===== src/rtl/shift_reg_pkg.sv =====
// Shared mode encodings, FSM states and helpers for the shift_reg_p_sync block.
package shift_reg_pkg;

  typedef enum logic [2:0] {
    MODE_HOLD = 3'b000,
    MODE_LOAD = 3'b001,
    MODE_SHL  = 3'b010,
    MODE_SHR  = 3'b011,
    MODE_ROTL = 3'b100,
    MODE_ROTR = 3'b101
  } mode_e;

  typedef enum logic [1:0] {
    ST_IDLE  = 2'b00,
    ST_SHIFT = 2'b01,
    ST_DONE  = 2'b10
  } state_e;

  function automatic logic is_shift_mode(input logic [2:0] m);
    return (m == MODE_SHL) || (m == MODE_SHR) || (m == MODE_ROTL) || (m == MODE_ROTR);
  endfunction

endpackage


===== src/rtl/shift_reg_ctrl.sv =====
// Burst controller: IDLE/SHIFT/DONE FSM with length counter; selects the
// operation the datapath applies on each edge.
module shift_reg_ctrl
  import shift_reg_pkg::*;
#(
  parameter int CNT_W = 4
) (
  input  logic             clk,
  input  logic             Reset,
  input  logic             Set,
  input  logic             start,
  input  logic [2:0]       mode,
  input  logic [CNT_W-1:0] len,
  output logic [2:0]       op,
  output logic             busy,
  output logic             done
);

  state_e           state_q;
  logic [CNT_W-1:0] cnt_q;
  logic [2:0]       op_q;
  logic             busy_q;
  logic             done_q;

  always_ff @(posedge clk) begin
    if (Reset) begin
      state_q <= ST_IDLE;
      cnt_q   <= '0;
      op_q    <= MODE_HOLD;
      busy_q  <= 1'b0;
      done_q  <= 1'b0;
    end else if (Set) begin
      state_q <= ST_IDLE;
      cnt_q   <= '0;
      busy_q  <= 1'b0;
      done_q  <= 1'b0;
    end else begin
      case (state_q)
        ST_IDLE: begin
          if (start) begin
            if (is_shift_mode(mode) && (len != '0)) begin
              state_q <= ST_SHIFT;
              cnt_q   <= len;
              op_q    <= mode;
              busy_q  <= 1'b1;
            end else begin
              state_q <= ST_DONE;
              done_q  <= 1'b1;
            end
          end
        end
        ST_SHIFT: begin
          cnt_q <= cnt_q - CNT_W'(1);
          if (cnt_q == CNT_W'(1)) begin
            state_q <= ST_DONE;
            busy_q  <= 1'b0;
            done_q  <= 1'b1;
          end
        end
        ST_DONE: begin
          state_q <= ST_IDLE;
          done_q  <= 1'b0;
        end
        default: begin
          state_q <= ST_IDLE;
          busy_q  <= 1'b0;
          done_q  <= 1'b0;
        end
      endcase
    end
  end

  // Free-running mode only acts in IDLE without a start request; SHIFT replays the latched op.
  always_comb begin
    op = MODE_HOLD;
    if (state_q == ST_IDLE && !start) op = mode;
    else if (state_q == ST_SHIFT)     op = op_q;
  end

  assign busy = busy_q;
  assign done = done_q;

endmodule


===== src/rtl/shift_reg_p_sync.sv =====
// Universal shift register with burst controller and sync reset/preset.
// Optional parity output enabled by defining SHREG_PARITY_EN.
module shift_reg_p_sync
  import shift_reg_pkg::*;
#(
  parameter int WIDTH = 8,
  parameter int CNT_W = 4
) (
  input  logic             clk,
  input  logic             Reset,
  input  logic             Set,
  input  logic [2:0]       mode,
  input  logic [WIDTH-1:0] d,
  input  logic             sin,
  input  logic             start,
  input  logic [CNT_W-1:0] len,
  output logic [WIDTH-1:0] q,
  output logic [WIDTH-1:0] n_q,
  output logic             sout,
  output logic             busy,
  output logic             done
`ifdef SHREG_PARITY_EN
  ,
  output logic             parity
`endif
);

  logic [WIDTH-1:0] q_q, q_d;
  logic             sout_q, sout_d;
  logic [2:0]       op;

  shift_reg_ctrl #(
    .CNT_W (CNT_W)
  ) u_ctrl (
    .clk   (clk),
    .Reset (Reset),
    .Set   (Set),
    .start (start),
    .mode  (mode),
    .len   (len),
    .op    (op),
    .busy  (busy),
    .done  (done)
  );

  always_comb begin
    q_d    = q_q;
    sout_d = sout_q;
    case (op)
      MODE_LOAD: q_d = d;
      MODE_SHL: begin
        q_d    = {q_q[WIDTH-2:0], sin};
        sout_d = q_q[WIDTH-1];
      end
      MODE_SHR: begin
        q_d    = {sin, q_q[WIDTH-1:1]};
        sout_d = q_q[0];
      end
      MODE_ROTL: begin
        q_d    = {q_q[WIDTH-2:0], q_q[WIDTH-1]};
        sout_d = q_q[WIDTH-1];
      end
      MODE_ROTR: begin
        q_d    = {q_q[0], q_q[WIDTH-1:1]};
        sout_d = q_q[0];
      end
      default: ;
    endcase
  end

  always_ff @(posedge clk) begin
    if (Reset) begin
      q_q    <= '0;
      sout_q <= 1'b0;
    end else if (Set) begin
      q_q    <= '1;
      sout_q <= 1'b0;
    end else begin
      q_q    <= q_d;
      sout_q <= sout_d;
    end
  end

  assign q    = q_q;
  assign n_q  = ~q_q;
  assign sout = sout_q;

`ifdef SHREG_PARITY_EN
  assign parity = ^q_q;
`endif

endmodule


===== config.mk =====
export PLATFORM = sky130hd
export DESIGN_NAME = shift_reg_p_sync
export DESIGN_NICKNAME = d
export VERILOG_FILES = /design/src/rtl/shift_reg_pkg.sv /design/src/rtl/shift_reg_ctrl.sv /design/src/rtl/shift_reg_p_sync.sv
export SDC_FILE = /design/constraint.sdc
export NUM_CORES = 1
export LEC_CHECK = 0
export CELL_PAD_IN_SITES_DETAIL_PLACEMENT = 2
export CELL_PAD_IN_SITES_GLOBAL_PLACEMENT = 2
export CORE_AREA = 4 4 71 73
export CTS_BUF_LIST = sky130_fd_sc_hd__clkbuf_4
export CTS_CLUSTER_DIAMETER = 200
export DETAILED_ROUTE_END_ITERATION = 8
export DIE_AREA = 0 0 75 77
export PLACE_DENSITY_LB_ADDON = 0.1
export RECOVER_POWER = 100
export SYNTH_ARGS = -nofsm -noshare
export SYNTH_HDL_FRONTEND = slang
export SYNTH_SLANG_ARGS = --single-unit

===== constraint.sdc =====
create_clock -name clk -period 5.35 [get_ports clk]
set_clock_uncertainty 0.1 [all_clocks]
set_input_delay 1.3375 -clock clk [delete_from_list [all_inputs] [get_ports clk]]
set_output_delay 1.3375 -clock clk [all_outputs]
set_load 0.02 [all_outputs]

After elaboration in Yosys (flattened, before gate mapping)
Cells that the tools add are included. Widths: inputs -> output; s select.

Output and inout port bits: 19. Logic and storage cells: 66. Input bits: 20. Bits in registers: 20.

Reduce and logical (&&, ||, !) cells: 19. Muxes and demuxes: 20. Add/subtract/negate cells: 1. Equal/unequal tests: 16. Bitwise logic cells: 3.

Operators with widths (count): $pmux 8 s5 (1); $eq 3x2->1 const B (4); $eq 3x3->1 const B (4); $mux 4 (2); $mux 8 (1); $not 8->8 (1); $pmux 4 s2 (1); $reduce_and 4->1 (2); $mux 1 (6); $mux 2 (3); $mux 3 (2); $reduce_and 3->1 (2); $reduce_bool 6->1 (1); $reduce_or 2->1 (3); $eq 4x1->1 const B (1); $ne 2x1->1 const B (2); $ne 2x2->1 const B (2); $pmux 1 s2 (2); $pmux 2 s2 (1); $reduce_bool 2->1 (2); $reduce_bool 4->1 (1); $sub 4x1->4 const B (1); $eq 3x1->1 const B (1); $logic_or 1x1->1 (3); other kinds (8) (10).

Depth between registers and ports, before layout
Gate-level depths: netlist of run 1.

Depth after elaboration: 8. Mapped depth: 7. Depth with buffers taken out: 6.

Modules after synthesis
A second synthesis of run 1 with hierarchy kept.

Cell total of the unflattened synthesis: 155. Area, all modules: 1257.5 sq um.

By module, submodules not included: shift_reg_p_sync (cells an instance 82, area each 648.1 sq um, instances 1, sequential area each 180.2 sq um); shift_reg_ctrl (cells an instance 73, area each 609.3 sq um, instances 1, sequential area each 220.2 sq um).

Least setup slack after synthesis of run 1
OpenSTA, ideal clock, no wires.

Path type: input to register. Start point: input port start. End point: register q_q[5] (netlist: q[5]). Slack: 2.449 ns. Library setup time: 0.138 ns. Arrival time: 2.662 ns. Buffers on the path: 2. Stages on the path: 7. Path through: or3b_4 a21o_1 and3_4 buf_6 buf_6 a221oi_2 a221oi_2.

Cells in the longest elaborated chain, start to end: 6. Elaborated cells on any way between the ends: 11.

RTL lines: start: declaration (line shift_reg_p_sync.sv:15) `input logic start,`; $logic_not 1->1 * (line shift_reg_ctrl.sv:76) `if (state_q == ST_IDLE && !start) op = mode;`; $logic_and 1x1->1 * (line shift_reg_ctrl.sv:76); $mux 3 * (line shift_reg_ctrl.sv:76); $eq 3x3->1, or another cell as far along (line shift_reg_p_sync.sv:49) `case (op)`; $pmux 8 s5 (line shift_reg_p_sync.sv:49); $mux 8 (line shift_reg_p_sync.sv:75) `end else if (Set) begin`; end signal: assignment (line shift_reg_p_sync.sv:79) `q_q <= q_d;`; end: declaration (line shift_reg_p_sync.sv:28) `logic [WIDTH-1:0] q_q, q_d;`.

Mark *: on every way between the ends. The rest lies on a longest branch, timed or not. A chain may end at the register's enable or synchronous reset.

Worst setup path after layout of run 1
Start point: input port mode[2]. End point: register q_q[4] (netlist: q[4]).

Cells in the longest elaborated chain, start to end: 4. Elaborated cells on any way between the ends: 9.

RTL lines: start: declaration (line shift_reg_p_sync.sv:12) `input logic [2:0] mode,`; $mux 3 * (line shift_reg_ctrl.sv:76); $eq 3x3->1, or another cell as far along (line shift_reg_p_sync.sv:49); $pmux 8 s5 (line shift_reg_p_sync.sv:49); $mux 8 (line shift_reg_p_sync.sv:75).

Marks and branches as above.

==> summary.md, run 1 <==
| Metric | Value |
|---|---|
| Status | `completed` |
| Hold Path Sink | `u_ctrl.op_q[0]$_SDFFE_PP0P_` |
| Pin count of the biggest net entering global routing | `16` |
| Most common flop cell mapped by yosys | `dfxtp_1` |
| Final #Nets | `205` |
| Wire per inst | `18.3 µm` |
| PwrDens | `229 nW/µm²` |
| Hold WC Path Type | `reg -> reg` |
| Total congestion overflow | `0` |
| Sequential share of the synthesized area | `0.310` |
| Power Total | `approximately 0.38 mW` |
| Max Buffers Root-to-Sink | `2` |
| Synthesized cell area | `about 1300 µm²` |
| Worst reg-to-reg setup slack | `between 2000 and 3000 ps` |
| Initial antenna violation count | `0` |
| First-pass GRT wire length | `roughly 7200 µm` |
| Min-delay src | `u_ctrl.op_q[0]$_SDFFE_PP0P_` |
| Post-Syn Nets | `around 170` |
| Asr flop ratio synth | `0` |
| Core area | `around 4400 µm²` |
| Synth-to-Final Area Change | `27.8%` |
| GPL Wtd Cong | `between 0.7 and 0.8` |
| Metal3 WL | `141 µm` |
| Post-synth EDFFs | `0` |
| Die height | `slightly below 80 µm` |
| Post-Synthesis Cells | `150` |
| Fin crit share | `0.650` |
| Max Cap Viol | `0` |
| Setup Buffers After CTS | `0` |
| Tmin final | `between 3000 and 4000 ps` |
| Antenna Cells | `0` |
| Clock root buffer master | `clkbuf_4` |
| Final setup fails | `0` |
| RSZ-0062 raised after global routing | `false` |
| Design area | `1650 µm²` |
| CTS Sinks | `20` |
| CP Data Arrival Time | `3590 ps` |
| Final Non-Filler Cells | `about 230` |
| Setup TNS | `0 ps` |
| Hold Crit Depth | `2` |
| Syn_area_per_cell | `approximately 8.6 µm²` |
| Initial DRC count | `39` |
| # IOs | `39` |
| Worst slew pin tran | `565 ps` |
| Clock latency on the worst-skew pair | `~300 ps` |
| Die Wd | `75 µm` |
| Ys Warns | `0` |
| Hpwl dp | `around 3400 µm` |
| Top layer in use | `met4` |
| H-tree depth | `1` |
| Total number of vias | `about 1,300` |
| Starting Density | `0.297` |
| Final Hold Fails | `0` |
| Number of remaining DRC errors | `0` |
| Placed cells | `230` |
| LEAKAGE | `0.630 nW` |
| Critical Path Sink Type | `flip-flop` |
| Final Slew Violations | `0` |
| Drt pass-1 iters | `4` |
| CTS tree | `built` |
| Wl on met1 | `1890 µm` |
| Netlist cell types | `45` |
| Maximum VDD drop | `~0.089 mV` |
| IO Port Bufs | `38` |
| CP startpoint kind | `primary input` |
| Area share of the largest cell type after synthesis | `0.310` |
| Yosys reg bits | `20` |
| Row count | `24` |
| Reg-to-reg critical path startpoint | `u_ctrl.state_q[0]$_SDFFE_PP0P_` |
| Slew headroom | `0.623` |
| Yosys top cell by area | `dfxtp_1` |
| Synth top cells by count | `dfxtp_1, nand2_1, nor2_1, a21oi_1, inv_1` |
| Vias in the first global route | `about 1,400` |
| Layout Utilization | `0.379` |
| Cts repair resizes | `0` |
| Worst setup path class | `in -> reg` |
| Synth area leaders | `dfxtp_1, a221oi_2, nand2_1` |
| Cell with the most instances after synthesis | `dfxtp_1` |
| ANT nets after route | `0` |
| Final WL | `between 4000 and 5000 µm` |
| Fmax | `approximately 0.29 GHz` |
| Cell Area, Placed | `between 1500 and 2000 µm²` |
| Num CTS Buffers | `3` |
| Share of layout cells above drive strength 1 | `0.0442` |
| Vias/cell | `roughly 5.6` |
| Clock Pin Slew Worst Setup and Hold Paths | `between 100 and 150 ps` |
| Die area | `between 5000 and 6000 µm²` |
| Register-to-Register Path Depth | `5` |
| Critical Path Fanout Max | `8` |
| # hold bufs at CTS | `0` |
| R2r endpoint | `q[4]$_SDFFE_PP0P_` |
| GRT Util Overall | `0.159` |
| CP required | `around 5500 ps` |
| Met2 WL | `about 2200 µm` |
==> placed cells by master (no fill, tap or decap), types with 2 or more instances in the layout <==
cell type,netlist,final
a21oi_1,10,10
o21ai_0,6,6
nand2_1,14,14
ha_1,2,2
a311oi_1,3,3
mux2i_1,4,4
dlygate4sd3_1,0,21
inv_1,10,10
clkdlybuf4s50_1,0,17
nand3b_1,3,3
and2_1,3,3
nor3b_1,2,2
or3b_1,2,3
nor3_1,3,3
or2_0,0,2
clkbuf_4,0,3
xor2_1,2,2
dfxtp_1,20,20
a221oi_2,8,2
nor2_1,11,11
a21o_1,4,4
a211oi_1,4,4
nand2b_1,2,2
nand3_1,2,2
a221oi_1,5,11
==> layout make-up <==
cell class | count | area (µm²)
Tap cell | 52 | 65.1
Fill cell | 494 | 2700
Clock buffer | 3 | 22.5
Multi-Input combinational cell | 110 | 744
Inverter | 10 | 37.5
Sequential cell | 20 | 400
Timing Repair Buffer | 38 | 380
==> worst max path at each step <==
| stage | slack, ps | start | to | cells after the start |
|---|---|---|---|---|
| 6_report | 1870 | mode[2] | q[4]$_SDFFE_PP0P_ | 6 |
| 5_1_grt | 1670 | mode[2] | q[4]$_SDFFE_PP0P_ | 6 |
| 4_1_cts | 2020 | start | q[3]$_SDFFE_PP0P_ | 6 |
| 3_5_place_dp | 1690 | start | q[3]$_SDFFE_PP0P_ | 6 |
| 3_3_place_gp | 1790 | start | q[4]$_SDFFE_PP0P_ | 6 |
| 2_1_floorplan | 2450 | start | q[5]$_SDFFE_PP0P_ | 7 |
==> flip-flops by register name, indices dropped and copies added (netlist names) <==
| signal | count |
|---|---|
| q | 8 |
| u_ctrl.state_q | 2 |
| u_ctrl.done | 1 |
| sout | 1 |
| u_ctrl.busy | 1 |
| u_ctrl.cnt_q | 4 |
| u_ctrl.op_q | 3 |
==> kinds of logic (layout without fill, tap and decap cells) <==
kind of cell / after synthesis / in the layout / share of synthesized area
fa+ha+maj: 2 / 2 / 0.0194
simple gates: 53 / 53 / 0.230
xor+xnor: 3 / 3 / 0.0204
buf+inv: 20 / 51 / 0.0824
flops: 20 / 20 / 0.310
compound gates: 48 / 48 / 0.307
mux: 4 / 4 / 0.0310
==> power by group <==
group | switching [mW] | internal, mW | total, mW | leakage (nW)
clock network | 0.0481 | 0.0262 | 0.0743 | 0.0138
registers | 0.0129 | 0.160 | 0.173 | 0.165
logic | 0.0717 | 0.0591 | 0.131 | 0.452
total | 0.133 | 0.245 | 0.378 | 0.630
==> critical path: stages <==
cell           delay, ps
dlygate4sd3_1        610
or3b_1               410
a221oi_1             370
or2_0                460
a221oi_1             130
a221oi_1             270
==> routing by layer <==
metal  global-route usage  up-vias
met5                    0        -
met4               0.0320        0
met3               0.0327        4
met2                0.267       22
met1                0.207      653
li1                     -      622
==> stage by stage <==
step / hold slack [ps] / worst slack, ps
floorplan: 337 / 2450
CTS: 382 / 2020
global route: 386 / 1670
global placement: 339 / 1790
finish: 376 / 1870
detailed placement: 357 / 1690
Note: power is estimated with default switching activity, not from simulation.
==> run 2, diff against run 1 <==
- CORE_AREA: 4 4 71 73 -> 4 4 77 79
- DIE_AREA: 0 0 75 77 -> 0 0 81 83
- clock period: 5.35 -> 3.2 ns (I/O delays scaled with it)
==> run 2 against run 1 <==
Net effect:
- cell count up 11%
- largest cell class unchanged
- routed wire length up 4.5%
- design area up 4.4%
- sequential share of layout area down 1.0 points
- non-clock buffer count up 4
- global-route usage down 2.0 points
- clock power up 72%
- sequential cell count unchanged
==> summary.md, run 2 (synthesis gave the netlist of run 1 again) <==
| Metric | Value |
|---|---|
| Total congestion overflow | `0` |
| Hold WC Path Type | `reg -> reg` |
| CP required | `about 3300 ps` |
| Max reg flops | `8` |
| Core area | `between 5000 and 6000 µm²` |
| Fin Hold WS | `between 300 and 400 ps` |
| Switch Pwr | `between 0.2 and 0.25 mW` |
| CTS Sinks | `20` |
| Initial antenna violation count | `0` |
| Design area | `~1700 µm²` |
| Pin count of the biggest net entering global routing | `16` |
| Reg-to-reg critical path startpoint | `u_ctrl.state_q[0]$_SDFFE_PP0P_` |
| RSZ-0062 raised after global routing | `false` |
| # hold bufs at CTS | `0` |
| ANT nets after route | `0` |
| # IOs | `39` |
| H-tree depth | `1` |
| Setup TNS | `0 ps` |
| CP startpoint kind | `primary input` |
| Int Pwr | `a little over 0.4 mW` |
| Share of layout cells above drive strength 1 | `0.0753` |
| Setup Buffers After CTS | `0` |
| Worst slew pin tran | `~630 ps` |
| Hold Crit Depth | `1` |
| Worst reg-to-reg setup slack | `between 900 and 1000 ps` |
| Placed cells | `around 250` |
| CTS tree | `built` |
| Final Hold Fails | `0` |
| Max Cap Viol | `0` |
| Max Buffers Root-to-Sink | `2` |
| Most common cell after layout, fill and taps aside | `dlygate4sd3_1` |
| Die height | `83 µm` |
| Die Wd | `about 81 µm` |
| Drt pass-1 iters | `4` |
| Clock latency on the worst-skew pair | `~300 ps` |
| Cts repair resizes | `0` |
| Min-delay src | `u_ctrl.done$_SDFFE_PP0P_` |
| Slew headroom | `0.580` |
| Status | `completed` |
| Maximum VDD drop | `0.146 mV` |
| Register-to-Register Path Depth | `5` |
| Initial DRC count | `between 40 and 50` |
| Hpwl dp | `3570 µm` |
| Fmax | `around 0.35 GHz` |
| Vias/cell | `between 5 and 6` |
| Critical Path Sink Type | `flip-flop` |
| Synth-to-Final Area Change | `33.4%` |
| First-pass GRT wire length | `between 7000 and 8000 µm` |
| Commonest non-fill, non-tap cells in the layout | `dlygate4sd3_1, dfxtp_1, clkdlybuf4s50_1, nand2_1, nor2_1` |
| Tmin final | `2890 ps` |
| Final setup fails | `0` |
| Worst setup path class | `in -> reg` |
| Seq pwr share | `0.449` |
| Combinational Power Share | `0.352` |
| Critical Path Fanout Max | `14` |
| IO Port Bufs | `38` |
| Antenna Cells | `0` |
| Final Non-Filler Cells | `~260` |
| CP startpoint | `start` |
| Vias in the first global route | `1,434` |
| CP Cell Sequence | `dlygate4sd3_1 -> or3b_1 -> a21o_1 -> and3_1 -> a221oi_1 -> a221oi_2` |
| Layout Utilization | `0.323` |
| Row count | `27` |
| Clock root buffer master | `clkbuf_4` |
| GRT Util Overall | `0.139` |
| Sw Share | `0.355` |
| Crit path largest cell delay | `around 630 ps` |
| PwrDens | `about 370 nW/µm²` |
| Final WL | `~4500 µm` |
| DP Worst Slack | `roughly 130 ps` |
| PnR worst setup slack | `around 310 ps` |
| Cell Area, Placed | `between 1500 and 2000 µm²` |
| Number of remaining DRC errors | `0` |
| Die area | `about 6700 µm²` |
| CP max stage cell | `dlygate4sd3_1` |
| Wire per inst | `~17 µm` |
| Fin crit share | `0.902` |
| Clk network pwr share | `0.199` |
| Final Slew Violations | `0` |
| Final #Nets | `about 210` |
| LEAKAGE | `0.656 nW` |
| CP Data Arrival Time | `roughly 3000 ps` |
| Hold Path Sink | `u_ctrl.done$_SDFFE_PP0P_` |
| Starting Density | `0.242` |
| Num CTS Buffers | `3` |
| R2r endpoint | `q[1]$_SDFFE_PP0P_` |
| Total number of vias | `1,299` |
| Power Total | `0.644 mW` |
| GPL Wtd Cong | `around 0.74` |
| Clock Pin Slew Worst Setup and Hold Paths | `between 100 and 150 ps` |
==> run 2: cell count changes in the layout (fill, tap and decap cells not counted), sizes merged <==
cell           change
clkdlybuf4s50      -1
clkinv             +1
dlygate4sd3        +1
buf                +4
==> run 2: metal layers <==
layer | wire, µm | track usage
met5 | 0 | 0
met4 | 25 | 0.0230
met3 | 107 | 0.0304
met2 | 2320 | 0.249
met1 | 2010 | 0.169
==> run 2: power groups by stage <==
| stage | Combinational, mW | Sequential (mW) | Clock (mW) |
|---|---|---|---|
| after floorplan | 0.129 | 0.305 | 0 |
| after global placement | 0.238 | 0.295 | 0 |
| after detailed placement | 0.245 | 0.297 | 0 |
| after CTS | 0.246 | 0.291 | 0.139 |
| after global routing | 0.247 | 0.293 | 0.151 |
| final | 0.226 | 0.289 | 0.128 |
==> run 2: worst max path at each step <==
| stage | to | slack [ps] | cells past startpoint |
|---|---|---|---|
| after global placement | q[4]$_SDFFE_PP0P_ | 240 | 6 |
| after floorplan | q[5]$_SDFFE_PP0P_ | 840 | 7 |
| after CTS | q[3]$_SDFFE_PP0P_ | 430 | 6 |
| after detailed placement | q[3]$_SDFFE_PP0P_ | 130 | 6 |
| after global routing | q[1]$_SDFFE_PP0P_ | 220 | 6 |
| final | q[1]$_SDFFE_PP0P_ | 310 | 6 |
==> run 2: cell type report <==
type | count | area (µm²)
fill | 637 | 3610
multi-input combinational | 110 | 758
timing repair buffer | 42 | 410
sequential | 20 | 400
tap | 72 | 90.1
inverter | 10 | 37.5
clock buffer | 3 | 22.5
clock inverter | 1 | 3.75
==> run 2: critical path, delay by kind of cell <==
family          cells  cell delay, ps
compound gates      3             760
buf+inv             1             630
simple gates        2             780
==> run 3, diff against run 2 <==
- PLACE_DENSITY: default -> 0.79
- PLACE_DENSITY_LB_ADDON: 0.1 -> default
- SKIP_LAST_GASP: default -> 1
==> run 3 against run 2 <==
Net effect:
- sequential share of layout area down 0.25 points
- design area grew 1.1%
- register-to-register slack better by 100 ps
- via count rose by 0.85%
- total power rose by 14%
- clock power grew 71%
- critical path depth did not move
- worst hold slack gained 17 ps
- cell count decreased by 0.78%
- non-clock buffer count down 2
- die area unchanged
- sequential cell count is the same
==> summary.md, run 3 (synthesis gave the netlist of run 1 again) <==
| Metric | Value |
|---|---|
| GPL Wtd Cong | `0.775` |
| Hpwl dp | `approximately 3300 µm` |
| Critical Path Sink Type | `flip-flop` |
| RSZ-0062 raised after global routing | `false` |
| Met1 Track Usage GR | `0.168` |
| Commonest non-fill, non-tap cells in the layout | `dlygate4sd3_1, dfxtp_1, clkdlybuf4s50_1, nand2_1, nor2_1` |
| Most common cell after layout, fill and taps aside | `dlygate4sd3_1` |
| CTS tree | `built` |
| Layout Utilization | `0.326` |
| Hold WC Path Type | `reg -> reg` |
| Fmax | `roughly 0.36 GHz` |
| Pin count of the biggest net entering global routing | `16` |
| Die height | `between 80 and 90 µm` |
| Num CTS Buffers | `3` |
| Status | `completed` |
| Drt pass-1 iters | `4` |
| Clock root buffer master | `clkbuf_4` |
| Number of remaining DRC errors | `0` |
| Starting Density | `0.242` |
| Min-delay src | `u_ctrl.done$_SDFFE_PP0P_` |
| CTS Sinks | `20` |
| GRT busiest layer | `met2` |
| Power Total | `between 0.7 and 0.8 mW` |
| Share of layout cells above drive strength 1 | `0.0761` |
| Total number of vias | `1,310` |
| Final WL | `between 4000 and 5000 µm` |
| Initial antenna violation count | `0` |
| WP buf/inv | `1` |
| CP required | `between 3000 and 4000 ps` |
| CP Cell Sequence | `dlygate4sd3_1 -> or3b_1 -> a221oi_2 -> a41o_1 -> nor2b_2 -> a221oi_1` |
| GRT Util Overall | `0.134` |
| Wire per inst | `approximately 17 µm` |
| Hold Path Sink | `u_ctrl.done$_SDFFE_PP0P_` |
| Initial DRC count | `39` |
| Final Slew Violations | `0` |
| Worst setup path class | `in -> reg` |
| Fin crit share | `0.871` |
| Setup TNS | `0 ps` |
| Clock Pin Slew Worst Setup and Hold Paths | `between 100 and 150 ps` |
| R2r endpoint | `q[4]$_SDFFE_PP0P_` |
| Final setup fails | `0` |
| IO Port Bufs | `38` |
| GR Layer Usage met3 | `0.0249` |
| Cts repair resizes | `0` |
| H-tree depth | `1` |
| Crit path largest cell delay | `between 600 and 700 ps` |
| Critical Path Fanout Max | `6` |
| Clock latency on the worst-skew pair | `between 300 and 400 ps` |
| Die area | `6720 µm²` |
| Maximum VDD drop | `approximately 0.16 mV` |
| Vias/cell | `5.12` |
| Max reg flops | `8` |
| LEAKAGE | `0.656 nW` |
| # hold bufs at CTS | `0` |
| Slew headroom | `0.561` |
| Worst reg-to-reg setup slack | `approximately 1000 ps` |
| Synth-to-Final Area Change | `34.9%` |
| Final Hold Fails | `0` |
| CP Data Arrival Time | `roughly 2900 ps` |
| Antenna Cells | `0` |
| Tmin final | `roughly 2800 ps` |
| Hold Crit Depth | `1` |
| CP startpoint kind | `primary input` |
| First-pass GRT wire length | `7270 µm` |
| Die Wd | `about 81 µm` |
| Core area | `about 5300 µm²` |
| CP delay by family, top | `simple AND/OR/NAND/NOR gates` |
| Max Cap Viol | `0` |
| # IOs | `39` |
| Met2 GRT Util | `0.232` |
| Row count | `27` |
| Worst slew pin tran | `about 660 ps` |
| Total congestion overflow | `0` |
| Final #Nets | `207` |
| CP max stage cell | `dlygate4sd3_1` |
| Max Buffers Root-to-Sink | `2` |
| Setup Buffers After CTS | `0` |
| Vias in the first global route | `approximately 1,500` |
| ANT nets after route | `0` |
| Reg-to-reg critical path startpoint | `u_ctrl.state_q[0]$_SDFFE_PP0P_` |
| Register-to-Register Path Depth | `5` |
| PwrDens | `421 nW/µm²` |
run 3: changes by cell type in the layout (fill, tap and decap cells not counted), sizes merged:
| cell | previous run | this run |
|---|---|---|
| clkbuf | 3 | 4 |
| buf | 4 | 1 |
| bufinv | 0 | 1 |
| dlygate4sd3 | 22 | 21 |
| clkinv | 1 | 0 |
| clkdlybuf4s50 | 16 | 17 |
run 3: worst max-delay path by stage:
stage                     startpoint                 to  slack (ps)  cells after the start
final                        mode[2]  q[4]$_SDFFE_PP0P_         410                      6
after global routing         mode[2]  q[4]$_SDFFE_PP0P_         220                      6
after CTS                    mode[2]  q[7]$_SDFFE_PP0P_         520                      6
after detailed placement       start  q[4]$_SDFFE_PP0P_         170                      6
after global placement       mode[2]  q[1]$_SDFFE_PP0P_         210                      6
after floorplan                start  q[5]$_SDFFE_PP0P_         840                      7
run 3: through the flow:
| step | cells | area (µm²) | worst slack [ps] | hold slack [ps] |
|---|---|---|---|---|
| final | 256 | 1740 | 413 | 380 |
| after detailed placement | 252 | 1710 | 174 | 366 |
| after global placement | 252 | 1710 | 214 | 352 |
| after floorplan | 150 | 1290 | 837 | 337 |
| after global routing | 256 | 1740 | 216 | 412 |
| after CTS | 256 | 1760 | 522 | 392 |
run 3: layout make-up:
class | count | area, µm²
fillers | 633 | 3600
inverters | 10 | 37.5
clock inverters | 1 | 30.0
clock buffers | 3 | 22.5
multi-input cells | 110 | 769
flip-flops and latches | 20 | 400
repair buffers | 40 | 392
well taps | 72 | 90.1
run 3: per-layer routing:
layer,wire [µm],vias up
li1,-,626
met1,1920,645
met2,2040,35
met3,224,4
met4,40,0
met5,0,-
run 3: report_power, final:
part	switching [mW]	total (mW)	internal (mW)	leakage, nW
logic	0.122	0.224	0.102	0.464
registers	0.0218	0.289	0.268	0.165
clock network	0.0924	0.219	0.127	0.0279
